$ cat src/rtl/alu_pkg.sv
// Shared definitions for the sequential ALU: opcode map, PSR bit positions,
// and the control FSM encoding.
package alu_pkg;

  localparam logic [7:0] OP_AND  = 8'h01;
  localparam logic [7:0] OP_OR   = 8'h02;
  localparam logic [7:0] OP_XOR  = 8'h03;
  localparam logic [7:0] OP_NOT  = 8'h04;
  localparam logic [7:0] OP_ADD  = 8'h05;
  localparam logic [7:0] OP_ADDU = 8'h06;
  localparam logic [7:0] OP_ADDC = 8'h07;
  localparam logic [7:0] OP_RSH  = 8'h08;
  localparam logic [7:0] OP_SUB  = 8'h09;
  localparam logic [7:0] OP_CMP  = 8'h0B;
  localparam logic [7:0] OP_ALSH = 8'h0C;
  localparam logic [7:0] OP_ARSH = 8'h0F;
  localparam logic [7:0] OP_LSH  = 8'h84;

  localparam int FLG_C = 0;
  localparam int FLG_L = 2;
  localparam int FLG_F = 5;
  localparam int FLG_Z = 6;
  localparam int FLG_N = 7;

  typedef enum logic {
    ST_IDLE  = 1'b0,
    ST_SHIFT = 1'b1
  } state_e;

  function automatic logic is_shift_op(input logic [7:0] op);
    return (op == OP_LSH) || (op == OP_ALSH) || (op == OP_RSH) || (op == OP_ARSH);
  endfunction

endpackage

$ cat src/rtl/alu_seq_if.sv
// Operand/result handshake bundle between the register-file read stage,
// the ALU and the writeback mux.
interface alu_seq_if #(
  parameter int WIDTH = 16
);
  logic             in_valid;
  logic             in_ready;
  logic [WIDTH-1:0] r1;
  logic [WIDTH-1:0] r2;
  logic [7:0]       opcode;
  logic             out_valid;
  logic             out_ready;
  logic [WIDTH-1:0] rout;
  logic [7:0]       flags;
  logic             err;

  modport master (
    output in_valid, r1, r2, opcode, out_ready,
    input  in_ready, out_valid, rout, flags, err
  );

  modport slave (
    input  in_valid, r1, r2, opcode, out_ready,
    output in_ready, out_valid, rout, flags, err
  );
endinterface

$ cat src/rtl/alu_serial_shifter.sv
// Serial shifter: one bit position per cycle. done_o marks the cycle whose
// edge produces the final value, which is presented on result_o.
module alu_serial_shifter #(
  parameter int WIDTH = 16
) (
  input  logic                       clk,
  input  logic                       reset,
  input  logic                       start_i,
  input  logic                       left_i,
  input  logic                       arith_i,
  input  logic [$clog2(WIDTH):0]     amount_i,
  input  logic [WIDTH-1:0]           value_i,
  output logic                       done_o,
  output logic [WIDTH-1:0]           result_o
);
  localparam int SHW = $clog2(WIDTH) + 1;

  logic [SHW-1:0]   cnt_q;
  logic [WIDTH-1:0] work_q;
  logic             left_q;
  logic             arith_q;
  logic [WIDTH-1:0] step;

  always_comb begin
    if (left_q) begin
      step = {work_q[WIDTH-2:0], 1'b0};
    end else begin
      step = {arith_q & work_q[WIDTH-1], work_q[WIDTH-1:1]};
    end
  end

  always_ff @(posedge clk) begin
    if (reset) begin
      cnt_q   <= '0;
      work_q  <= '0;
      left_q  <= 1'b0;
      arith_q <= 1'b0;
    end else if (start_i) begin
      cnt_q   <= amount_i;
      work_q  <= value_i;
      left_q  <= left_i;
      arith_q <= arith_i;
    end else if (cnt_q != '0) begin
      cnt_q  <= cnt_q - SHW'(1);
      work_q <= step;
    end
  end

  // The last shift step is handed straight to the output register so that
  // the total latency is exactly 1+k.
  assign done_o   = (cnt_q == SHW'(1));
  assign result_o = step;

endmodule

$ cat src/rtl/alu_seq.sv
// Clocked ALU with persistent PSR, carry chain, and a serial shifter behind
// valid/ready handshakes on both the operand and result side.
module alu_seq
  import alu_pkg::*;
#(
  parameter int WIDTH = 16
) (
  input  logic       clk,
  input  logic       reset,
  alu_seq_if.slave   bus
);
  localparam int SHW = $clog2(WIDTH) + 1;
  localparam int MSB = WIDTH - 1;
  localparam logic [WIDTH-1:0] WIDTH_V = WIDTH'(WIDTH);

  state_e           state_q, state_d;
  logic [WIDTH-1:0] rout_q, rout_d;
  logic [7:0]       flags_q, flags_d;
  logic             err_q, err_d;
  logic             out_valid_q, out_valid_d;

  logic             accept;
  logic             is_shift;
  logic             sh_left;
  logic             sh_arith;
  logic [SHW-1:0]   sh_amount;
  logic             sh_start;
  logic             sh_done;
  logic [WIDTH-1:0] sh_result;

  logic [WIDTH-1:0] addend;
  logic             cin;
  logic [WIDTH:0]   sum;
  logic             ovf;

  logic [WIDTH-1:0] alu_res;
  logic [7:0]       alu_flags;
  logic             alu_err;

  assign bus.in_ready  = (state_q == ST_IDLE) && (!out_valid_q || bus.out_ready);
  assign accept        = bus.in_valid && bus.in_ready;
  assign bus.out_valid = out_valid_q;
  assign bus.rout      = rout_q;
  assign bus.flags     = flags_q;
  assign bus.err       = err_q;

  // Shift decode; amounts of WIDTH or more saturate, which flushes the
  // value completely (or fills it with the sign for ARSH).
  always_comb begin
    is_shift  = is_shift_op(bus.opcode);
    sh_left   = (bus.opcode == OP_LSH) || (bus.opcode == OP_ALSH);
    sh_arith  = (bus.opcode == OP_ARSH);
    sh_amount = (bus.r1 >= WIDTH_V) ? SHW'(WIDTH) : bus.r1[SHW-1:0];
  end

  // One adder serves ADD/ADDU/ADDC/SUB/CMP; subtraction is r1 + ~r2 + 1.
  always_comb begin
    addend = bus.r2;
    cin    = 1'b0;
    case (bus.opcode)
      OP_ADDC:        cin = flags_q[FLG_C];
      OP_SUB, OP_CMP: begin
        addend = ~bus.r2;
        cin    = 1'b1;
      end
      default: ;
    endcase
    sum = {1'b0, bus.r1} + {1'b0, addend} + {{WIDTH{1'b0}}, cin};
    ovf = (bus.r1[MSB] == addend[MSB]) && (sum[MSB] != bus.r1[MSB]);
  end

  always_comb begin
    alu_res   = '0;
    alu_flags = flags_q;
    alu_err   = 1'b0;
    case (bus.opcode)
      OP_AND:  alu_res = bus.r1 & bus.r2;
      OP_OR:   alu_res = bus.r1 | bus.r2;
      OP_XOR:  alu_res = bus.r1 ^ bus.r2;
      OP_NOT:  alu_res = ~bus.r1;
      OP_ADD, OP_ADDC, OP_SUB: begin
        alu_res          = sum[MSB:0];
        alu_flags[FLG_C] = sum[WIDTH];
        alu_flags[FLG_F] = ovf;
      end
      OP_ADDU: begin
        alu_res          = sum[MSB:0];
        alu_flags[FLG_C] = sum[WIDTH];
      end
      OP_CMP: begin
        alu_res          = sum[MSB:0];
        alu_flags[FLG_Z] = (bus.r1 == bus.r2);
        alu_flags[FLG_L] = (bus.r1 < bus.r2);
        alu_flags[FLG_N] = ($signed(bus.r1) < $signed(bus.r2));
      end
      // Zero-length shift: the value passes through in one cycle.
      OP_LSH, OP_ALSH, OP_RSH, OP_ARSH: alu_res = bus.r2;
      default: alu_err = 1'b1;
    endcase
  end

  always_comb begin
    state_d     = state_q;
    rout_d      = rout_q;
    flags_d     = flags_q;
    err_d       = err_q;
    out_valid_d = out_valid_q && !bus.out_ready;
    sh_start    = 1'b0;
    case (state_q)
      ST_IDLE: begin
        if (accept) begin
          if (is_shift && (sh_amount != '0)) begin
            sh_start = 1'b1;
            state_d  = ST_SHIFT;
          end else begin
            rout_d      = alu_res;
            flags_d     = alu_flags;
            err_d       = alu_err;
            out_valid_d = 1'b1;
          end
        end
      end
      ST_SHIFT: begin
        if (sh_done) begin
          rout_d      = sh_result;
          err_d       = 1'b0;
          out_valid_d = 1'b1;
          state_d     = ST_IDLE;
        end
      end
      default: state_d = ST_IDLE;
    endcase
  end

  always_ff @(posedge clk) begin
    if (reset) begin
      state_q     <= ST_IDLE;
      rout_q      <= '0;
      flags_q     <= '0;
      err_q       <= 1'b0;
      out_valid_q <= 1'b0;
    end else begin
      state_q     <= state_d;
      rout_q      <= rout_d;
      flags_q     <= flags_d;
      err_q       <= err_d;
      out_valid_q <= out_valid_d;
    end
  end

  alu_serial_shifter #(
    .WIDTH (WIDTH)
  ) u_shifter (
    .clk      (clk),
    .reset    (reset),
    .start_i  (sh_start),
    .left_i   (sh_left),
    .arith_i  (sh_arith),
    .amount_i (sh_amount),
    .value_i  (bus.r2),
    .done_o   (sh_done),
    .result_o (sh_result)
  );

endmodule

$ cat src/flat_wrapper.sv
// flat-port wrapper written by rule: the top's interface ports become plain ports
module alu_seq_flat import alu_pkg::*;
#(
  parameter int WIDTH = 16
)
  (clk, reset, bus_in_valid, bus_r1, bus_r2, bus_opcode, bus_out_ready, bus_in_ready, bus_out_valid, bus_rout, bus_flags, bus_err);
  alu_seq_if #(.WIDTH(WIDTH)) bus_i ();
  input  logic clk;
  input  logic reset;
  input wire logic [$bits(bus_i.in_valid)-1:0] bus_in_valid;
  input wire logic [$bits(bus_i.r1)-1:0] bus_r1;
  input wire logic [$bits(bus_i.r2)-1:0] bus_r2;
  input wire logic [$bits(bus_i.opcode)-1:0] bus_opcode;
  input wire logic [$bits(bus_i.out_ready)-1:0] bus_out_ready;
  output wire logic [$bits(bus_i.in_ready)-1:0] bus_in_ready;
  output wire logic [$bits(bus_i.out_valid)-1:0] bus_out_valid;
  output wire logic [$bits(bus_i.rout)-1:0] bus_rout;
  output wire logic [$bits(bus_i.flags)-1:0] bus_flags;
  output wire logic [$bits(bus_i.err)-1:0] bus_err;
  assign bus_i.in_valid = bus_in_valid;
  assign bus_i.r1 = bus_r1;
  assign bus_i.r2 = bus_r2;
  assign bus_i.opcode = bus_opcode;
  assign bus_i.out_ready = bus_out_ready;
  assign bus_in_ready = bus_i.in_ready;
  assign bus_out_valid = bus_i.out_valid;
  assign bus_rout = bus_i.rout;
  assign bus_flags = bus_i.flags;
  assign bus_err = bus_i.err;
  alu_seq #(.WIDTH(WIDTH)) u_core (.clk(clk), .reset(reset), .bus(bus_i));
endmodule
$ cat config.mk
export PLATFORM = sky130hd
export DESIGN_NAME = alu_seq_flat
export DESIGN_NICKNAME = d
export VERILOG_FILES = /design/src/rtl/alu_pkg.sv /design/src/rtl/alu_seq_if.sv /design/src/rtl/alu_serial_shifter.sv /design/src/rtl/alu_seq.sv /design/src/flat_wrapper.sv
export SDC_FILE = /design/constraint.sdc
export NUM_CORES = 1
export LEC_CHECK = 0
export ABC_AREA = 0
export CORE_AREA = 2 2 101 143
export CTS_BUF_LIST = sky130_fd_sc_hd__clkbuf_8
export DETAILED_ROUTE_END_ITERATION = 8
export DIE_AREA = 0 0 103 145
export HOLD_SLACK_MARGIN = 0.15
export PLACE_DENSITY = 0.61
export SYNTH_ARGS = -nofsm -noshare
export SYNTH_HDL_FRONTEND = slang
export SYNTH_HIERARCHICAL = 1
export SYNTH_SLANG_ARGS = --single-unit
export TNS_END_PERCENT = 5
$ cat constraint.sdc
create_clock -name clk -period 5.12 [get_ports clk]
set_input_delay 1.024 -clock clk [delete_from_list [all_inputs] [get_ports clk]]
set_output_delay 1.024 -clock clk [all_outputs]
set_load 0.03 [all_outputs]
# After elaboration in Yosys (flattened, before gate mapping)
# Index checks and enable logic that the tools add are counted.
[classes]
add_sub_neg = 3
magnitude_cmp = 3
n_eq_ne = 20
muxes = 27
n_bitwise = 8
n_reduce_logical = 24
[op_table]
columns = ["operator", "count"]
rows = [
  ["$mux 16", 7],
  ["$pmux 16 s6", 1],
  ["$eq 8x4->1 const B", 5],
  ["$eq 8x3->1 const B", 4],
  ["$lt 16x16->1", 2],
  ["$not 16->16", 2],
  ["$pmux 16 s2", 1],
  ["$add 16x16->17", 1],
  ["$add 17x1->17", 1],
  ["$and 16x16->16", 1],
  ["$eq 16x16->1", 1],
  ["$eq 8x2->1 const B", 2],
  ["$ge 16x5->1 const B", 1],
  ["$or 16x16->16", 1],
  ["$xor 16x16->16", 1],
  ["$mux 5", 3],
  ["$reduce_or 13->1", 1],
  ["$reduce_and 4->1", 3],
  ["$mux 1", 11],
  ["$reduce_bool 5->1", 2],
  ["$eq 8x1->1 const B", 1],
  ["$eq 8x8->1 const B", 1],
  ["$pmux 1 s2", 4],
  ["$reduce_or 4->1", 2],
  ["other kinds (16)", 26],
]
[totals]
regBits = 47
in_bits = 44
output_inout_bits = 27
word_cells = 96

# Longest topological paths before layout
[logic_depth]
word_depth = 9
ltp_mapped = 15
mapped_depth_nobuf = 14

# Modules after synthesis
# Netlist, hierarchy kept.
[modules_own_cells]
columns = ["mod", "instances", "cells_each", "area_each_um2", "seq_area_each_um2"]
rows = [
  ["alu_seq", 1, 533, 4016.4, 480.5],
  ["alu_serial_shifter", 1, 156, 1351.3, 460.4],
]

# Least setup slack after synthesis
# No wires, ideal clock.
[synth_path]
path_kind = "input -> register"
start = "in bus_opcode[5]"
end = "reg u_core.rout_q[12] (netlist: u_core/bus.rout[12])"
setup_time_ns = 0.134
arrival_time_ns = 4.164
required_ns = 4.986
setup_slack_ns = 0.822
cell_stages = 15
n_path_buf = 1
path_cell_list = "nor4_4 nand2_1 nor2_4 buf_2 xnor2_1 fa_1 inv_1 fa_1 nor2b_1 o31a_1 nand2b_1 a221o_1 xor2_1 a211oi_1 nor3_1"
[synth_between]
elab_chain_len = 9
elab_cells_between_ends = 30
cone_classes = "add/sub (2); eq/ne (14); mux (6); reduce/logical (8)"
[synth_lines]
columns = ["item", "line_no", "rtl"]
rows = [
  ["from (decl)", "flat_wrapper.sv:13", "input wire logic [$bits(bus_i.opcode)-1:0] bus_opcode;"],
  ["$eq 8x4->1", "alu_seq.sv:60, alu_seq.sv:76", ""],
  ["$reduce_or 2->1", "alu_seq.sv:60", "case (bus.opcode)"],
  ["$mux 16", "alu_seq.sv:60", ""],
  ["$add 16x16->17", "alu_seq.sv:68", "sum = {1'b0, bus.r1} + {1'b0, addend} + {{WIDTH{1'b0}}, cin};"],
  ["$add 17x1->17", "alu_seq.sv:68", ""],
  ["$pmux 16 s6", "alu_seq.sv:76", "case (bus.opcode)"],
  ["$mux 16", "alu_seq.sv:112", "if (is_shift && (sh_amount != '0)) begin"],
  ["$mux 16", "alu_seq.sv:111", "if (accept) begin"],
  ["$pmux 16 s2", "alu_seq.sv:109", "case (state_q)"],
  ["to (signal assigned)", "alu_seq.sv:144", "rout_q <= rout_d;"],
  ["to (decl)", "alu_seq.sv:17", "logic [WIDTH-1:0] rout_q, rout_d;"],
]
# Several ways; a longest one is shown, not always the timed one. The select of a mux whose other input is x is not followed.
# A chain may end at the register's enable or synchronous reset.

# Worst setup path after layout
[layout_path]
start = "in bus_opcode[3]"
end = "reg u_core.rout_q[13] (netlist: u_core/bus.rout[13])"
# Same word-level chain as after synthesis.

==> impl_metrics.toml <==
[worst_setup_path]
critical_path_class = "in2reg"
slowest_stage = "clkdlybuf4s50_1"
worstPathRequired_ns = 5.37
cpPeakStageDelay_ns = 0.78
crit_chain = "clkdlybuf4s50_1 > nand2b_1 > nor2_4 > buf_4 > xnor2_1 > ha_1 > a211oi_1 > nor2_1 > a21o_1 > o41ai_1 > mux2i_1 > o21bai_1 > a211oi_2"
cp_max_fo = 17
cp-start-kind = "primary input"
crit_arrival_ns = 4.62
crit_path_end_kind = "flip-flop"

[power]
pwr-share-seq = 0.335
internal-power_w = 0.000721
ir_drop_uv = 202
power.density_nw_per_um2 = 200
combPwrFrac = 0.456
p_leak_nw = 2.42
clock_power_share = 0.208
p_sw_frac = 0.421
post-layout-total-power_w = 0.00125
switchingPower_w = 0.000525

[clocking]
htree_levels = 2
cts_resized = 0
cts_root_buffer = "clkbuf_8"
clock_latency_ns = 0.32
numCtsBuffers = 5
cts.sinks = 47
cts_hold_buf = 0
post-cts-setup-buffers = 0
tritoncts = "done"
clock_path_buffers = 2
path_clk_slew_ns = 0.10

[synthesis]
synth_area_um2 = 5370
synth-seq-area-share = 0.175
ys_async_sr_fraction = 0
synth_edf_count = 0
ys_warn_count = 6
syn_inst = 689
synth.distinct_cells = 76
avgSynthCellArea_um2 = 7.79
yosys_most_used_dff = "dfxtp_1"
synth_seq_cells = 47

[timing]
worstMarginPinSlew_ns = 1.20
slew_headroom = 0.200
fmax_ghz = 0.229
min_period_ns = 4.37
skew_ns = 0.00316
setup_viol_count_final = 0
rsz0062_at_grt = "false"
finalHoldViolations = 0
maxSlewViolCount = 0
fin_setup_tns_ns = 0
fin_crit_sh = 0.853

[floorplanning]
die_width_um = 103
core_area_um2 = 13700
dieArea_um2 = 14900
start_util = 0.393
boundaryPins = 71
die_h_um = 145
row_count = 51

[global_routing]
grt_max_degree = 48
track_usage = 0.245
grt_overflow = 0
grt_pass1_wl_mm = 28.5
antenna_found_initial = 0
grt_pass1_vias = 5121

[routing]
drtAntennaViolNets = 0
vias_per_cell = 5.88
drc = 0
drt-total-wl_mm = 18.3
vias = 5395
wl_per_cell_um = 20.0
first_pass_iters = 5
drtIter0Drc = 292

[final_layout]
layout-drive-gt1-share = 0.0723
syn_to_final_growth_pct = 15.9
nNetsFinal = 843
final_util = 0.456
antenna_cells = 0
final_area_um2 = 6220

[worst_hold_path]
hp-class = "reg2reg"

[status]
run_status = "complete, no violations"

[flow_run]
maxCapViolations = 0

[placement]
hpwl_mm = 14.5
gp_congestion = 0.916
place_area_um2 = 6120
portBuffers = 67
cells in the mapped netlist (3+ instances only):
library cell,instances,share of area
nor2_1,57,0.040
a2111oi_0,3,0.0049
nand3_1,25,0.023
ha_1,65,0.15
o21ai_0,29,0.027
dfxtp_1,47,0.18
buf_6,5,0.010
nor3_1,18,0.017
nand2_1,64,0.045
nand2b_1,7,0.0082
a21o_1,9,0.013
o21bai_1,4,0.0056
o22ai_1,15,0.017
or4b_1,14,0.026
xnor2_1,22,0.036
and3_1,7,0.0082
o211ai_1,18,0.025
a211oi_1,10,0.014
o221ai_1,3,0.0049
a221oi_1,3,0.0049
or3_1,6,0.0070
buf_2,8,0.0075
nor2b_1,7,0.0082
mux2i_1,17,0.032
a22oi_1,10,0.014
o21a_1,4,0.0056
nand4_1,3,0.0035
mux2_2,20,0.042
xor2_1,6,0.0098
a21oi_1,34,0.032
buf_4,3,0.0042
clkbuf_1,23,0.016
nand3b_1,3,0.0042
a211o_1,3,0.0049
o2bb2ai_1,3,0.0049
nor4_1,10,0.012
o31ai_1,3,0.0042
inv_1,47,0.033
area by class of cell:
| type | count | area [um2] |
|---|---|---|
| fill | 1421 | 7430 |
| clock inverter | 2 | 16.3 |
| clock buffer | 6 | 82.6 |
| tap | 185 | 231 |
| inverter | 47 | 176 |
| timing repair buffer | 76 | 733 |
| multi-input combinational | 555 | 4040 |
| sequential | 47 | 941 |
placed cells by master (no fill, tap or decap), types with 14 or more instances in the layout:
cell	instances
a21oi_1	34
clkdlybuf4s50_1	66
dfxtp_1	47
ha_1	65
inv_1	47
mux2_2	20
mux2i_1	17
nand2_1	64
nand3_1	25
nor2_1	57
nor3_1	18
o211ai_1	18
o21ai_0	29
o22ai_1	15
or4b_1	14
xnor2_1	22
state kept, by name (all words and copies together) (netlist names):
signal and cells:
u_core/bus.out_valid 1, u_core/u_shifter/left_q 1, u_core/bus.flags 5, u_core/u_shifter/arith_q 1, u_core/bus.rout 16, u_core/state_q 1
u_core/u_shifter/cnt_q 5, u_core/u_shifter/work_q 16, u_core/bus.err 1
worst paths after layout:
kind	startpoint	slack, ns	to	cells past startpoint
max	bus_opcode[3]	0.75	u_core/bus.rout[13]	13
min	u_core/bus.err	0.46	u_core/bus.err	2
max reg2reg	u_core/bus.flags[0]	2.27	u_core/bus.rout[8]	12
min reg2reg	u_core/bus.err	0.46	u_core/bus.err	2
kinds of logic after synthesis:
kind of cell	count (synthesis)	synth area share
other	1	0.000699
AO/OA/AOI/OAI	183	0.242
AND/OR/NAND/NOR	237	0.230
multiplexers	37	0.0737
adder cells (fa/ha/maj)	67	0.159
buffers and inverters	89	0.0734
flip-flops	47	0.175
XOR/XNOR	28	0.0457
worst max-delay path, delay by kind of cell:
family | cells | cell delay, ns
simple gates | 3 | 0.51
xor+xnor | 1 | 0.19
mux | 1 | 0.24
compound gates | 5 | 1.28
buf+inv | 2 | 1.07
fa+ha+maj | 1 | 0.29
metrics by stage:
step | worst slack, ns | hold slack [ns] | std cells
floorplan | 0.822 | 0.460 | 691
global placement | 0.586 | 0.447 | 910
detailed placement | 0.460 | 0.446 | 910
CTS | 0.797 | 0.460 | 918
global route | 0.520 | 0.504 | 918
finish | 0.751 | 0.457 | 918
routing by layer:
layer	up-vias	global-route usage	part of all wire
li1	2601	-	-
met1	2585	0.322	0.43
met2	173	0.414	0.49
met3	36	0.0212	0.049
met4	0	0.0809	0.030
met5	-	0	0
power by group through the flow:
| stage | logic, W | registers (W) | clock network (W) |
|---|---|---|---|
| after floorplan | 0.000404 | 0.000434 | 0 |
| after global placement | 0.000550 | 0.000425 | 0 |
| after detailed placement | 0.000557 | 0.000426 | 0 |
| after CTS | 0.000561 | 0.000417 | 0.000264 |
| after global routing | 0.000621 | 0.000420 | 0.000276 |
| final | 0.000568 | 0.000417 | 0.000260 |
No activity file was read; power rests on OpenSTA's default activity.
